--- config.mk ---
export PLATFORM = sky130hd
export DESIGN_NAME = ps2_kb_receiver
export DESIGN_NICKNAME = d
export VERILOG_FILES = /design/src/rtl/ps2_kb_receiver_pkg.sv /design/src/rtl/ps2_clk_filter.sv /design/src/rtl/ps2_kb_receiver.sv
export SDC_FILE = /design/constraint.sdc
export NUM_CORES = 1
export LEC_CHECK = 0
export ABC_AREA = 0
export BUFFER_PORTS_ARGS = -buffer_cell sky130_fd_sc_hd__buf_2
export CAP_MARGIN = 20
export CORE_MARGIN = 2
export CORE_UTILIZATION = 63
export DETAILED_ROUTE_END_ITERATION = 12
export GPL_ROUTABILITY_DRIVEN = 0
export PLACE_DENSITY_LB_ADDON = 0.12
export SYNTH_ARGS = -nofsm -noshare
export SYNTH_HDL_FRONTEND = slang
export SYNTH_SLANG_ARGS = --single-unit
--- constraint.sdc ---
create_clock -name clk -period 2.9 [get_ports clk]
set_input_delay 0.435 -clock clk [delete_from_list [all_inputs] [get_ports clk]]
set_output_delay 0.435 -clock clk [all_outputs]
set_load 0.01 [all_outputs]
--- src/rtl/ps2_kb_receiver_pkg.sv ---
// Purpose: shared PS/2 receiver definitions (deframer state encoding, frame constants).
// Latency: n/a (types and constants only).
// Backpressure: n/a.
package ps2_kb_receiver_pkg;

    // Deframer states, 2-bit encoding.
    typedef enum logic [1:0] {
        ST_IDLE   = 2'd0,
        ST_DATA   = 2'd1,
        ST_PARITY = 2'd2,
        ST_STOP   = 2'd3
    } ps2_state_t;

    localparam logic [7:0] PS2_BREAK      = 8'hF0;  // break (key release) prefix
    localparam logic [7:0] PS2_EXT        = 8'hE0;  // extended-key prefix, reported as a normal code
    localparam int         PS2_FRAME_BITS = 11;     // start + 8 data + parity + stop

endpackage

--- src/rtl/ps2_clk_filter.sv ---
// Purpose: 2-FF synchroniser, FILTER_LEN-sample glitch filter and falling-edge detect for ps2_clk.
// Latency: fall is high in the cycle after posedge FILTER_LEN+3, counted from the first posedge seeing the pin fall.
// Backpressure: none; free-running front end.
//
// Ports:
//   clk, rst  system clock, synchronous active-high reset
//   raw_in    asynchronous PS/2 clock pin (idles high)
//   filt      registered filtered level
//   fall      one-cycle pulse when filt goes 1 -> 0
module ps2_clk_filter #(
    parameter int FILTER_LEN = 4
) (
    input  logic clk,
    input  logic rst,
    input  logic raw_in,
    output logic filt,
    output logic fall
);

    logic [1:0]            sync;
    logic [FILTER_LEN-1:0] stages;
    logic                  filt_prev;

    always_ff @(posedge clk) begin
        if (rst) begin
            sync      <= 2'b11;
            stages    <= '1;
            filt      <= 1'b1;
            filt_prev <= 1'b1;
        end else begin
            sync      <= {sync[0], raw_in};
            stages    <= {stages[FILTER_LEN-2:0], sync[1]};
            // The filtered level only moves once every stage agrees; otherwise it holds.
            if (&stages) begin
                filt <= 1'b1;
            end else if (~|stages) begin
                filt <= 1'b0;
            end
            filt_prev <= filt;
        end
    end

    assign fall = filt_prev & ~filt;

endmodule

--- src/rtl/ps2_kb_receiver.sv ---
// Purpose: PS/2 keyboard receiver; deframes 11-bit frames, checks parity/stop, holds last good scan code.
// Latency: kb_valid is high in the cycle after posedge FILTER_LEN+4, counted from the first posedge seeing the stop-bit clock fall.
// Backpressure: none; kb_code is held until the next accepted code and may be sampled at any time.
//
// Ports:
//   clk, rst   system clock, synchronous active-high reset
//   ps2_clk    raw PS/2 clock pin, ps2_data raw PS/2 data pin (both asynchronous, idle high)
//   kb_code    last accepted scan code
//   kb_valid   one-cycle pulse when kb_code updates
//   kb_err     one-cycle pulse on parity, stop-bit or timeout error
// Optional feature: define KB_BREAK_FILTER_EN to swallow the F0 break prefix and the code that follows it.
module ps2_kb_receiver
    import ps2_kb_receiver_pkg::*;
#(
    parameter int BUS_WIDTH      = 8,
    parameter int FILTER_LEN     = 4,
    parameter int TIMEOUT_CYCLES = 50000
) (
    input  logic                 clk,
    input  logic                 rst,
    input  logic                 ps2_clk,
    input  logic                 ps2_data,
    output logic [BUS_WIDTH-1:0] kb_code,
    output logic                 kb_valid,
    output logic                 kb_err
);

    localparam int               TO_W    = $clog2(TIMEOUT_CYCLES);
    localparam logic [TO_W-1:0]  TO_LAST = TO_W'(TIMEOUT_CYCLES - 1);
    localparam int               BC_W    = $clog2(BUS_WIDTH);
    localparam logic [BC_W-1:0]  BC_LAST = BC_W'(BUS_WIDTH - 1);

    logic                 clk_filt;
    logic                 clk_fall;
    logic                 bit_edge;
    logic [1:0]           data_sync;
    logic                 data_bit;
    ps2_state_t           state;
    logic [BC_W-1:0]      bitcnt;
    logic [BUS_WIDTH-1:0] sr;
    logic                 par_bit;
    logic [TO_W-1:0]      to_cnt;
`ifdef KB_BREAK_FILTER_EN
    logic                 break_pending;
`endif

    ps2_clk_filter #(
        .FILTER_LEN (FILTER_LEN)
    ) u_clk_filter (
        .clk    (clk),
        .rst    (rst),
        .raw_in (ps2_clk),
        .filt   (clk_filt),
        .fall   (clk_fall)
    );

    // Bit edges are taken only while the filtered clock is low.
    assign bit_edge = clk_fall & ~clk_filt;
    assign data_bit = data_sync[1];

    always_ff @(posedge clk) begin
        if (rst) begin
            data_sync <= 2'b11;
            state     <= ST_IDLE;
            bitcnt    <= '0;
            sr        <= '0;
            par_bit   <= 1'b0;
            to_cnt    <= '0;
            kb_code   <= '0;
            kb_valid  <= 1'b0;
            kb_err    <= 1'b0;
`ifdef KB_BREAK_FILTER_EN
            break_pending <= 1'b0;
`endif
        end else begin
            data_sync <= {data_sync[0], ps2_data};
            kb_valid  <= 1'b0;
            kb_err    <= 1'b0;

            // Timeout only runs mid-frame; a clock fall always restarts it, even on the expiry cycle.
            if (state == ST_IDLE || bit_edge) begin
                to_cnt <= '0;
            end else if (to_cnt == TO_LAST) begin
                to_cnt <= '0;
            end else begin
                to_cnt <= to_cnt + TO_W'(1);
            end

            if (bit_edge) begin
                case (state)
                    ST_IDLE: begin
                        // A high data line here is a spurious edge, silently ignored.
                        if (!data_bit) begin
                            state  <= ST_DATA;
                            bitcnt <= '0;
                        end
                    end
                    ST_DATA: begin
                        sr     <= {data_bit, sr[BUS_WIDTH-1:1]};
                        bitcnt <= bitcnt + BC_W'(1);
                        if (bitcnt == BC_LAST) begin
                            state <= ST_PARITY;
                        end
                    end
                    ST_PARITY: begin
                        par_bit <= data_bit;
                        state   <= ST_STOP;
                    end
                    ST_STOP: begin
                        state <= ST_IDLE;
                        if (data_bit && (^{sr, par_bit})) begin
`ifdef KB_BREAK_FILTER_EN
                            // F0 arms the filter; the following good frame is consumed silently.
                            if (break_pending) begin
                                break_pending <= 1'b0;
                            end else if (sr == PS2_BREAK) begin
                                break_pending <= 1'b1;
                            end else begin
                                kb_code  <= sr;
                                kb_valid <= 1'b1;
                            end
`else
                            kb_code  <= sr;
                            kb_valid <= 1'b1;
`endif
                        end else begin
                            kb_err <= 1'b1;
                        end
                    end
                    default: state <= ST_IDLE;
                endcase
            end else if (state != ST_IDLE && to_cnt == TO_LAST) begin
                state  <= ST_IDLE;
                kb_err <= 1'b1;
            end
        end
    end

endmodule

# Yosys cells after proc, flatten, opt, wreduce, memory -nomap -nowiden
# Index checks and enable logic that the tools add are counted.
# op_classes
addsub	2
bitwise	5
n_eq_ne	8
n_mux	12
n_reduce_logical	18
# ops
operator	count
$add 16x1->16 const B	1
$eq 16x16->1 const B	1
$reduce_and 3->1	3
$reduce_xor 9->1	1
$mux 2	4
$pmux 2 s4	1
$ne 3x3->1 const B	2
$pmux 3 s2	1
$reduce_bool 2->1	3
$reduce_or 3->1	2
$mux 1	5
$eq 2x2->1 const B	2
$reduce_and 2->1	2
$reduce_and 4->1	1
$reduce_or 4->1	1
$add 3x1->3 const B	1
$eq 3x3->1 const B	1
$mux 3	1
$not 1->1	3
$and 1x1->1	2
$eq 2x1->1 const B	1
$logic_and 1x1->1	2
$logic_not 2->1	1
$ne 2x2->1 const B	1
2 further kinds	2
# totals
input_bits	4
out_inout_bits	10
register_bits	50

# Logic depth before layout (Yosys ltp)
# Gate-level depths: netlist of the first run.
# logic_depth
ltp_word	5
depth_mapped	7
depth_no_buf	6

# Cells and area by module
# From an unflattened synthesis of the first run, not the netlist that was laid out.
# hier_totals
cells_unflattened	225
hier_area_um2	2214.6
# by_module_without_submodules
mod	n_inst	seq_area_each_um2	area_each_um2	cells_per_inst
ps2_kb_receiver	1	840.8	1975.6	206
ps2_clk_filter	1	160.2	239.0	19

# Worst setup path before layout of the first run
# Ideal clock, no wire load.
# synth_path
path_type	flip-flop to flip-flop
startpoint	reg state[0]
endpoint	reg to_cnt[10]
arrival_ns	1.699
setup_time_ns	0.064
slack_ns	1.137
n_path_buf	2
t_required_ns	2.836
stages_incl_launch_ff	8
period_less_slack_ns	1.763
path_cell_list	dfxtp_1 -> inv_1 -> ha_1 -> or2_2 -> or3_1 -> clkbuf_1 -> buf_2 -> nor2_1
# synth_via
elab_chain_cells	3
# synth_rtl
item	line_no	text
start, declared	ps2_kb_receiver.sv:38	ps2_state_t state;
start signal, assigned	ps2_kb_receiver.sv:64	state <= ST_IDLE;
start signal, assigned	ps2_kb_receiver.sv:94	state <= ST_DATA;
start signal, assigned	ps2_kb_receiver.sv:102	state <= ST_PARITY;
$logic_not 2->1	ps2_kb_receiver.sv:81	if (state == ST_IDLE || bit_edge) begin
$logic_or 1x1->1	ps2_kb_receiver.sv:81	
$reduce_or 3->1 (no source line)	--	
end signal, assigned	ps2_kb_receiver.sv:86	to_cnt <= to_cnt + TO_W'(1);
end, declared	ps2_kb_receiver.sv:42	logic [TO_W-1:0] to_cnt;
# Every way passes these cells.
# A chain may end at the register's enable or synchronous reset.

# Worst setup path in the final report of the first run
# layout_path
startpoint	reg state[0]
endpoint	reg to_cnt[13]
# The elaborated chain is that of the path after synthesis.

==> metrics.md, run 1 <==
| Metric | Value |
|---|---|
| Outcome | `finished, final reports clean` |
| GRT Overall Usage | `20.1%` |
| Die H | `~63 microns` |
| Die Footprint | `roughly 4000 sq um` |
| Share of cells above drive strength 1 | `roughly 14%` |
| YS warnings | `0` |
| Port buffer count | `13` |
| Clock sink total | `50` |
| Worst path required time | `about 3200 ps` |
| Net Sw Power | `~0.24 mW` |
| CP Capture Type | `flip-flop` |
| Ys flop type | `dfxtp_1` |
| Setup TNS | `0 ps` |
| ANT nets after route | `0` |
| Post-synthesis adder-cell area fraction | `between 4 and 5%` |
| Total power | `between 1 and 1.5 mW` |
| Post-DR vias/cell | `around 5.4` |
| Area delta synth->final | `8.25%` |
| H-tree depth | `2` |
| CP Max Fanout | `16` |
| Hold_buf cts | `0` |
| Syn_nets | `~230` |
| # IOs | `14` |
| Worst min-delay path class | `input pin to flip-flop` |
| Startpoint types | `flip-flop` |
| Clock Path Buffers | `2` |
| Clock Pin Slew Worst Setup and Hold Paths | `~150 ps` |
| Final setup fails | `0` |
| Clock latency on the worst-skew pair | `about 370 ps` |
| Initial antenna violation count | `0` |
| WHS | `227 ps` |
| Area occupied by multi-input gates | `roughly 1100 sq um` |
| Sequential area share after synthesis | `45.8%` |
| FF/Latch Area | `roughly 1000 sq um` |
| Vias in the first global route | `between 1,000 and 1,500` |
| Kind of critical path | `flip-flop to flip-flop` |
| HPWL after DPL | `about 2.6 mm` |
| Pwr dens | `between 400 and 500 nW/um^2` |
| CTS root buffer | `clkbuf_4` |
| Chip Width | `62.9 microns` |
| Nets | `roughly 250` |
| XOR/XNOR Fraction of Synth Area | `8.19%` |
| Drc violations | `0` |
| Leak pwr | `0.914 nW` |
| Initial Util | `roughly 65%` |
| CTS tree | `done` |
| Clock power frac | `roughly 37%` |
| Main combinational cell family by area after synthesis | `simple AND/OR/NAND/NOR gates` |
| Setup repair after global routing missed its margin | `false` |
| Post-synth EDFFs | `0` |
| Initial DRC Count | `a little over 90` |
| Post-cts sizing count | `0` |
| Filler cells | `around 260` |
| Syn avg cell area | `9.80 sq um` |
| Count of cell types in the netlist | `38` |
| Row cnt | `21` |
| Minimum clock period | `1950 ps` |
| Fin. Hold Viols | `0` |
| Post-synthesis mux area share | `9.74%` |
| Vias | `between 1,500 and 2,000` |
| Final period util | `about two thirds` |
| Slew Viols, Final | `0` |
| Comb power frac | `1.4%` |
| Slew HR | `55.5%` |
| Diode count | `0` |
| Peak Freq | `between 500 and 600 MHz` |
| Compound-Gate Fraction of Synth Area | `about 5.6%` |
| Critical path arrival | `about 2300 ps` |
| Largest net degree at the start of global routing | `44` |
| Routed Wire Length | `between 3 and 4 mm` |
| Synth Area in Simple Gates | `around a quarter` |
| Pint | `between 0.8 and 0.9 mW` |
| Post-Route Skew | `8.18 ps` |
| Max VDD drop | `between 300 and 400 uV` |
| Cell count after synthesis | `about 220` |
| Synth async-reset ratio | `0%` |
| CTS buffer count | `5` |
| Post-CTS setup repair buffer count | `0` |
| #FFs+latches synth | `50` |
| Mapped Area | `roughly 2200 sq um` |
| Slew of the pin with the lowest slew margin | `about 670 ps` |
| DRT Pass-1 Iters | `4` |
| Max-Cap Viols | `0` |
| Sw frac | `a little over a fifth` |
| DR WL/cell | `around 13 microns` |
| GRT overflow | `0` |
| Sequential share of power | `61.5%` |
| First-pass GRT wire length | `about 6.5 mm` |
| Core area | `3340 sq um` |
cells in the final DEF, fill, tap and decap left out, types with 7 or more instances in the layout:
cell      count
mux2i_1      19
nand2b_1     18
dfxtp_1      50
ha_1          7
xor2_1        8
xnor2_1       7
buf_2        13
nor2_1       26
nand2_1       9
or2_2        11
final cells by class:
class	count	share of cell area, %
well taps	46	2.43
flip-flops and latches	50	42.3
clock inverters	3	2.01
inverters	5	0.794
repair buffers	13	2.75
multi-input cells	161	48.1
clock buffers	5	1.59
state kept, by name (all words and copies together) (netlist names):
name                    count
kb_err                      1
u_clk_filter.filt_prev      1
state                       2
u_clk_filter.filt           1
kb_valid                    1
sr                          8
kb_code                     8
data_sync                   2
par_bit                     1
to_cnt                     16
u_clk_filter.stages         4
u_clk_filter.sync           2
bitcnt                      3
power groups by stage:
| stage | registers, mW | clock network (mW) | logic, mW |
|---|---|---|---|
| after floorplan | 0.707 | 0 | 0.0120 |
| after global placement | 0.707 | 0 | 0.0147 |
| after detailed placement | 0.707 | 0 | 0.0155 |
| after CTS | 0.693 | 0.433 | 0.0154 |
| after global routing | 0.693 | 0.452 | 0.0174 |
| final | 0.692 | 0.418 | 0.0156 |
worst max-delay path, stage by stage, from the launching register on:
cell and delay [ps]:
dfxtp_1 390, inv_1 90, ha_1 270, or2_2 330
or3_1 600, a21oi_1 210
synthesized netlist by cell type (5+ instances only):
cell type	n	share of area, %
xnor2_1	7	2.8
nand2_1	9	1.5
nand2b_1	18	5.2
clkbuf_1	6	1.0
ha_1	7	4.0
inv_1	5	0.86
nor2_1	26	4.5
or2_2	11	3.2
nand3_1	6	1.4
dfxtp_1	50	46
xor2_1	8	3.2
mux2i_1	19	8.7
a21oi_1	6	1.4
cell families after synthesis:
logic type,Yosys count
AND/OR/NAND/NOR,97
XOR/XNOR,17
multiplexers,20
flip-flops,50
AO/OA/AOI/OAI,20
adder cells (fa/ha/maj),7
buffers and inverters,12
layer usage:
| metal | track usage, % | up-vias | part of all wire (%) |
|---|---|---|---|
| met5 | 0 | - | 0 |
| met4 | 4.72 | 0 | 1.1 |
| li1 | - | 789 | - |
| met3 | 5.41 | 5 | 3.7 |
| met1 | 26.0 | 705 | 49 |
| met2 | 33.4 | 32 | 46 |
per-stage QoR:
stage / std cells / setup slack [ps] / utilization [%] / area [sq um]
6_report: 283 / 949 / 70.9 / 2360
3_3_place_gp: 275 / 1070 / 68.3 / 2280
3_5_place_dp: 275 / 993 / 68.3 / 2280
2_1_floorplan: 223 / 1140 / - / 2180
5_1_grt: 283 / 794 / 70.9 / 2360
4_1_cts: 283 / 961 / 70.9 / 2360
worst paths after layout:
kind / cells after the start / start / slack, ps / to
setup / recovery: 5 / state[0] / 950 / to_cnt[13]
hold / removal: 2 / ps2_clk / 230 / u_clk_filter.sync[0]
setup reg to reg: 5 / state[0] / 950 / to_cnt[13]
hold reg to reg: 1 / data_sync[0] / 440 / data_sync[1]
(Power assumes the default switching activity.)
==> run 2, diff against run 1 <==
--- a/config.mk
+++ b/config.mk
@@ -9,7 +9,7 @@
 export BUFFER_PORTS_ARGS = -buffer_cell sky130_fd_sc_hd__buf_2
 export CAP_MARGIN = 20
 export CORE_MARGIN = 2
-export CORE_UTILIZATION = 63
+export CORE_UTILIZATION = 59
 export DETAILED_ROUTE_END_ITERATION = 12
 export GPL_ROUTABILITY_DRIVEN = 0
 export PLACE_DENSITY_LB_ADDON = 0.12
==> constraint.sdc (replaced) <==
create_clock -name clk -period 2 [get_ports clk]
set_input_delay 0.3 -clock clk [delete_from_list [all_inputs] [get_ports clk]]
set_output_delay 0.3 -clock clk [all_outputs]
set_load 0.01 [all_outputs]
==> run 2 against run 1 <==
  * Critical path depth did not move
  * Clock skew decreased by 1.8 ps
  * Register-to-register slack lost 720 ps
  * Clock power grew 67%
  * Worst setup slack lost 720 ps
  * Final cell count is 2.5% higher
  * Maximum frequency up 10%
  * Clock-buffer cell count up 2
  * Largest cell class unchanged
==> metrics.md, run 2 (synthesis results as in run 1) <==
| Metric | Value |
|---|---|
| CTS root buffer | `clkbuf_8 (was clkbuf_4)` |
| Worst r2r src | `sr[3] (was state[0])` |
| Initial Util | `60.6% (was 65.5%)` |
| Outcome | `finished, final reports clean (unchanged)` |
| Vias | `1,571 (was 1,531)` |
| Pwr dens | `705 nW/um^2 (was 476 nW/um^2)` |
| Worst min-delay path class | `input pin to flip-flop (unchanged)` |
| Most common cell after layout, fill and taps aside | `dfxtp_1 (unchanged)` |
| # IOs | `14 (unchanged)` |
| DRT Pass-1 Iters | `4 (unchanged)` |
| Die H | `64.9 microns (was 62.9 microns)` |
| CTS buffer count | `5 (unchanged)` |
| DR WL/cell | `13.4 microns (was 13.0 microns)` |
| Placed insts | `281 (was 275)` |
| Clock latency on the worst-skew pair | `300 ps (was 370 ps)` |
| Hold_buf cts | `0 (unchanged)` |
| Clock Path Buffers | `2 (unchanged)` |
| Vias in the first global route | `1,560 (was 1,496)` |
| Final period util | `88.4% (was 67.3%)` |
| Peak Freq | `566 MHz (was 513 MHz)` |
| GRT Overall Usage | `20.5% (was 20.1%)` |
| H-tree depth | `2 (unchanged)` |
| Clock sink total | `50 (unchanged)` |
| Share of cells above drive strength 1 | `15.7% (was 14.3%)` |
| Routed Wire Length | `3.88 mm (was 3.68 mm)` |
| Core area | `3610 sq um (was 3340 sq um)` |
| Worst path required time | `2230 ps (was 3210 ps)` |
| Startpoint types | `flip-flop (unchanged)` |
| Leak pwr | `0.949 nW (was 0.914 nW)` |
| Worst Hold Path Cells | `2 (unchanged)` |
| Final setup fails | `0 (unchanged)` |
| CTS tree | `done (unchanged)` |
| R2R cell count | `5 (unchanged)` |
| Slew of the pin with the lowest slew margin | `393 ps (was 666 ps)` |
| Non-filler cells, final | `290 (was 283)` |
| Clock Pin Slew Worst Setup and Hold Paths | `80 ps (was 150 ps)` |
| Setup TNS | `0 ps (unchanged)` |
| Hold endpoint | `data_sync[0] (was u_clk_filter.sync[0])` |
| Slew HR | `73.5% (was 55.5%)` |
| Nets | `252 (was 247)` |
| Kind of critical path | `flip-flop to flip-flop (unchanged)` |
| Top reg by flops | `to_cnt (unchanged)` |
| Diode count | `0 (unchanged)` |
| Drc violations | `0 (unchanged)` |
| Row cnt | `22 (was 21)` |
| Chip Width | `64.9 microns (was 62.9 microns)` |
| GRT overflow | `0 (unchanged)` |
| Max-Cap Viols | `0 (unchanged)` |
| Reg-to-Reg End | `kb_code[4] (was to_cnt[13])` |
| Setup repair after global routing missed its margin | `false (unchanged)` |
| Max FFs per register | `16 (unchanged)` |
| Hold Startpoint | `ps2_data (was ps2_clk)` |
| Largest net degree at the start of global routing | `43 (was 44)` |
| Slew Viols, Final | `0 (unchanged)` |
| Area delta synth->final | `11.9% (was 8.25%)` |
| First-pass GRT wire length | `6.68 mm (was 6.46 mm)` |
| Minimum clock period | `1770 ps (was 1950 ps)` |
| Max VDD drop | `561 uV (was 309 uV)` |
| Port buffer count | `13 (unchanged)` |
| Die Footprint | `4210 sq um (was 3950 sq um)` |
| Post-Route Skew | `6.40 ps (was 8.18 ps)` |
| ANT nets after route | `0 (unchanged)` |
| HPWL after DPL | `2.74 mm (was 2.64 mm)` |
| Initial DRC Count | `110 (was 93)` |
| Post-DR vias/cell | `5.42 (was 5.41)` |
| Reg-to-reg slack, setup | `230 ps (was 950 ps)` |
| Top Registers | `to_cnt: 16 flops, kb_code: 8 flops, sr: 8 flops (unchanged)` |
| Initial antenna violation count | `0 (unchanged)` |
| CP Capture Type | `flip-flop (unchanged)` |
| Critical path arrival | `2000 ps (was 2260 ps)` |
| Fin. Hold Viols | `0 (unchanged)` |
| Highest-count cells in the layout ignoring fill and taps | `dfxtp_1, nor2_1, mux2i_1, nand2b_1, buf_2 (unchanged)` |
| CP Max Fanout | `9 (was 16)` |
-- run 2: changes by cell type in the layout (fill, tap and decap cells not counted), sizes merged --
cell    delta
clkbuf     +2
buf        +5
inv        -2
-- run 2: how the worst max path moves through the flow --
| stage | startpoint | end | slack (ps) | cells after the start |
|---|---|---|---|---|
| detailed placement | sr[3] | kb_code[4] | 90 | 4 |
| global placement | sr[3] | kb_code[7] | 180 | 4 |
| CTS | sr[3] | kb_code[4] | 60 | 4 |
| finish | sr[3] | kb_code[4] | 230 | 5 |
| floorplan | state[0] | to_cnt[10] | 240 | 7 |
| global route | sr[3] | kb_code[4] | 150 | 5 |
-- run 2: repair_timing --
action | CTS | global route
setup buffers | 0 | 1
endpoints found under the setup margin | 0 | 7
resized for setup | 0 | 1
-- run 2: per-layer routing --
metal,vias to the layer above,GRT usage (%),wire (microns)
li1,795,-,-
met1,746,24.7,1880
met2,26,34.4,1840
met3,4,5.73,128
met4,0,8.24,29
met5,-,0,0
-- run 2: critical path, cell delays in order, from the launching register on --
cell	delay, ps
dfxtp_1	380
xor3_1	480
or2_2	320
mux2i_4	170
buf_12	160
mux2i_1	190
-- run 2: final cells by class --
class / instances / area, sq um
flip-flops and latches: 50 / 1000
clock inverters: 1 / 30.0
well taps: 48 / 60.1
clock buffers: 7 / 76.3
repair buffers: 18 / 115
fillers: 296 / 1160
multi-input cells: 161 / 1140
inverters: 5 / 18.8
-- run 2: stage by stage --
stage	utilization [%]	total power, mW	instance area (sq um)	hold WS, ps	setup WS (ps)
floorplan	-	1.04	2180	389	237
global placement	64.1	1.05	2310	394	177
detailed placement	64.1	1.05	2310	394	89.0
CTS	67.1	1.74	2420	172	63.2
global route	67.8	1.78	2440	177	154
finish	67.8	1.72	2440	182	232
-- run 2: where the power goes --
group | switching [mW] | internal [mW]
clock | 0.321 | 0.374
combinational | 0.0135 | 0.0114
sequential | 0.00267 | 0.999
==> run 3, diff against run 2 <==
--- a/config.mk
+++ b/config.mk
@@ -9,7 +9,7 @@
 export BUFFER_PORTS_ARGS = -buffer_cell sky130_fd_sc_hd__buf_2
 export CAP_MARGIN = 20
 export CORE_MARGIN = 2
-export CORE_UTILIZATION = 59
+export CORE_UTILIZATION = 63
 export DETAILED_ROUTE_END_ITERATION = 12
 export GPL_ROUTABILITY_DRIVEN = 0
 export PLACE_DENSITY_LB_ADDON = 0.12
==> constraint.sdc (replaced) <==
create_clock -name clk -period 2.06 [get_ports clk]
set_input_delay 0.103 -clock clk [delete_from_list [all_inputs] [get_ports clk]]
set_output_delay 0.103 -clock clk [all_outputs]
set_load 0.01 [all_outputs]
==> run 3 against run 2 <==
  * Clock skew is 14 ps higher
  * Register-to-register slack worse by 130 ps
  * Worst setup slack worse by 130 ps
  * Non-clock buffer count is 1 lower
  * Largest cell class unchanged
  * Sequential power hardly changed
  * Worst hold slack better by 36 ps
  * Clock-buffer cell count stayed put
  * Final cell count is 1.0% lower
  * Combinational power is 5% higher
  * Final area is 2.3% lower
  * Maximum frequency is 9.7% lower
  * Utilization is 3.8 points higher
==> metrics.md, run 3 (synthesis results as in run 1) <==
| Metric | Value |
|---|---|
| Setup TNS | `0 ps (unchanged)` |
| GRT Overall Usage | `21.2% (was 20.5%)` |
| Diode count | `0 (unchanged)` |
| Net Sw Power | `0.319 mW (was 0.337 mW)` |
| ANT nets after route | `0 (unchanged)` |
| Final setup fails | `0 (unchanged)` |
| Post-cts sizing count | `0 (unchanged)` |
| Setup repair after global routing missed its margin | `false (unchanged)` |
| Slew HR | `57.4% (was 73.5%)` |
| CTS tree | `done (unchanged)` |
| Final period util | `95.0% (was 88.4%)` |
| Max FFs per register | `16 (unchanged)` |
| Filler cells | `259 (was 296)` |
| Sw frac | `21.2% (was 19.6%)` |
| Sequential share of power | `64.7% (was 58.2%)` |
| Most common cell after layout, fill and taps aside | `dfxtp_1 (unchanged)` |
| # IOs | `14 (unchanged)` |
| H-tree depth | `2 (unchanged)` |
| R2R cell count | `5 (unchanged)` |
| Chip Width | `62.9 microns (was 64.9 microns)` |
| Reg-to-Reg End | `to_cnt[15] (was kb_code[4])` |
| Clock Path Buffers | `2 (unchanged)` |
| Vias in the first global route | `1,592 (was 1,560)` |
| CP max-delay cell | `or3_1 (was xor3_1)` |
| Highest-count cells in the layout ignoring fill and taps | `dfxtp_1, nor2_1, mux2i_1, nand2b_1, buf_2 (unchanged)` |
| WP buf/inv | `1 (unchanged)` |
| Max-Cap Viols | `0 (unchanged)` |
| Fin. Hold Viols | `0 (unchanged)` |
| Slew of the pin with the lowest slew margin | `637 ps (was 393 ps)` |
| Initial DRC Count | `88 (was 110)` |
| Top reg by flops | `to_cnt (unchanged)` |
| Die H | `62.9 microns (was 64.9 microns)` |
| Die Footprint | `3950 sq um (was 4210 sq um)` |
| Pint | `1.19 mW (was 1.39 mW)` |
| Routed Wire Length | `3.72 mm (was 3.88 mm)` |
| WL met1 | `1.74 mm (was 1.88 mm)` |
| HPWL after DPL | `2.65 mm (was 2.74 mm)` |
| Kind of critical path | `flip-flop to flip-flop (unchanged)` |
| Share of cells above drive strength 1 | `14.9% (was 15.7%)` |
| Worst r2r src | `state[0] (was sr[3])` |
| Delay-heaviest family, CP | `simple AND/OR/NAND/NOR gates (was XOR/XNOR gates)` |
| Area delta synth->final | `9.34% (was 11.9%)` |
| Row cnt | `21 (was 22)` |
| Slowest stage delay, CP | `580 ps (was 480 ps)` |
| Port buffer count | `13 (unchanged)` |
| Worst Hold Path Cells | `3 (was 2)` |
| Clock Pin Slew Worst Setup and Hold Paths | `150 ps (was 80 ps)` |
| Highest routed layer | `met4 (unchanged)` |
| CTS buffer count | `5 (unchanged)` |
| Post-DR vias/cell | `5.49 (was 5.42)` |
| Worst path required time | `2370 ps (was 2230 ps)` |
| Reg-to-reg slack, setup | `100 ps (was 230 ps)` |
| Leak pwr | `0.927 nW (was 0.949 nW)` |
| Clock power frac | `33.6% (was 40.4%)` |
| Peak Freq | `511 MHz (was 566 MHz)` |
| Vias | `1,575 (was 1,571)` |
| Slew Viols, Final | `0 (unchanged)` |
| Clock sink total | `50 (unchanged)` |
| Clock latency on the worst-skew pair | `370 ps (was 300 ps)` |
| Hold Startpoint | `rst (was ps2_data)` |
| Max VDD drop | `530 uV (was 561 uV)` |
| First-pass GRT wire length | `6.71 mm (was 6.68 mm)` |
| Comb power frac | `1.7% (was 1.4%)` |
| Total power | `1.51 mW (was 1.72 mW)` |
| Drc violations | `0 (unchanged)` |
| Critical path arrival | `2270 ps (was 2000 ps)` |
| Minimum clock period | `1960 ps (was 1770 ps)` |
| Core area | `3340 sq um (was 3610 sq um)` |
| GRT overflow | `0 (unchanged)` |
| Outcome | `finished, final reports clean (unchanged)` |
| Post-Route Skew | `20.7 ps (was 6.40 ps)` |
| DRT Pass-1 Iters | `4 (unchanged)` |
| Nets | `251 (was 252)` |
| Hold endpoint | `bitcnt[2] (was data_sync[0])` |
| Largest net degree at the start of global routing | `43 (unchanged)` |
| Initial Util | `65.5% (was 60.6%)` |
| Startpoint types | `flip-flop (unchanged)` |
| Top Registers | `to_cnt: 16 flops, kb_code: 8 flops, sr: 8 flops (unchanged)` |
| Worst min-delay path class | `input pin to flip-flop (unchanged)` |
| CP Max Fanout | `16 (was 9)` |
| DR WL/cell | `12.9 microns (was 13.4 microns)` |
| Routed length on met2 | `1.77 mm (was 1.84 mm)` |
| Met3 Wirelength | `142 microns (was 128 microns)` |
| CTS root buffer | `clkbuf_4 (was clkbuf_8)` |
| Initial antenna violation count | `0 (unchanged)` |
| Pwr dens | `631 nW/um^2 (was 705 nW/um^2)` |
| CP Capture Type | `flip-flop (unchanged)` |
| Crit path cell chain | `inv_1 -> ha_1 -> or2_2 -> or3_1 -> a21oi_1 (was xor3_1 -> or2_2 -> mux2i_4 -> buf_12 -> mux2i_1)` |
## run 3: cell types whose count changed in the layout (fill, tap and decap cells not counted)
cell,delta
clkinv_4,+1
clkbuf_8,-3
clkbuf_1,-2
buf_12,-1
bufinv_16,-1
dlygate4sd3_1,+2
or3_1,+1
clkbuf_4,+5
buf_4,-2
or3_4,-1
## run 3: routing by layer
metal	global-route usage (%)	vias up
li1	-	794
met1	25.6	737
met2	35.2	35
met3	5.95	9
met4	8.89	0
met5	0	-
## run 3: how the worst max path moves through the flow
stage,startpoint,to,slack (ps),cells past startpoint
global route,sr[3],kb_code[2],6,4
detailed placement,state[0],to_cnt[15],140,5
finish,state[0],to_cnt[15],100,5
CTS,state[0],to_cnt[15],100,5
floorplan,state[0],to_cnt[10],300,7
global placement,state[0],to_cnt[15],240,5
## run 3: per-stage QoR
| step | area [sq um] | setup slack (ps) | std cells | hold WS (ps) | util (%) |
|---|---|---|---|---|---|
| 2_1_floorplan | 2180 | 297 | 223 | 207 | - |
| 3_3_place_gp | 2290 | 239 | 277 | 288 | 68.8 |
| 3_5_place_dp | 2290 | 136 | 277 | 290 | 68.8 |
| 4_1_cts | 2390 | 99.5 | 287 | 215 | 71.6 |
| 5_1_grt | 2390 | 5.99 | 287 | 236 | 71.6 |
| 6_report | 2390 | 103 | 287 | 219 | 71.6 |
## run 3: power by group through the flow
stage          Sequential [mW]  Clock [mW]  Combinational (mW)
2_1_floorplan            0.995           0              0.0169
3_3_place_gp             0.995           0              0.0227
3_5_place_dp             0.996           0              0.0235
4_1_cts                  0.974       0.524              0.0265
5_1_grt                  0.975       0.563              0.0289
6_report                 0.974       0.506              0.0262
## run 3: final cells by class
cell class	instances	area, sq um	share of cell area (%)
clock buffers	7	65.1	2.72
multi-input cells	161	1140	47.6
clock inverters	1	8.76	0.367
flip-flops and latches	50	1000	41.9
repair buffers	17	100	4.19
well taps	46	57.6	2.41
inverters	5	18.8	0.786
## run 3: what timing repair did
action | in CTS | in global routing
buffers inserted | 0 | 0
endpoints found under the hold margin | 2 | 0
hold buffers | 2 | 0
## run 3: worst min-delay path, delay by kind of cell
family	cells	cell delay [ps]
buf+inv	2	340
simple gates	1	120
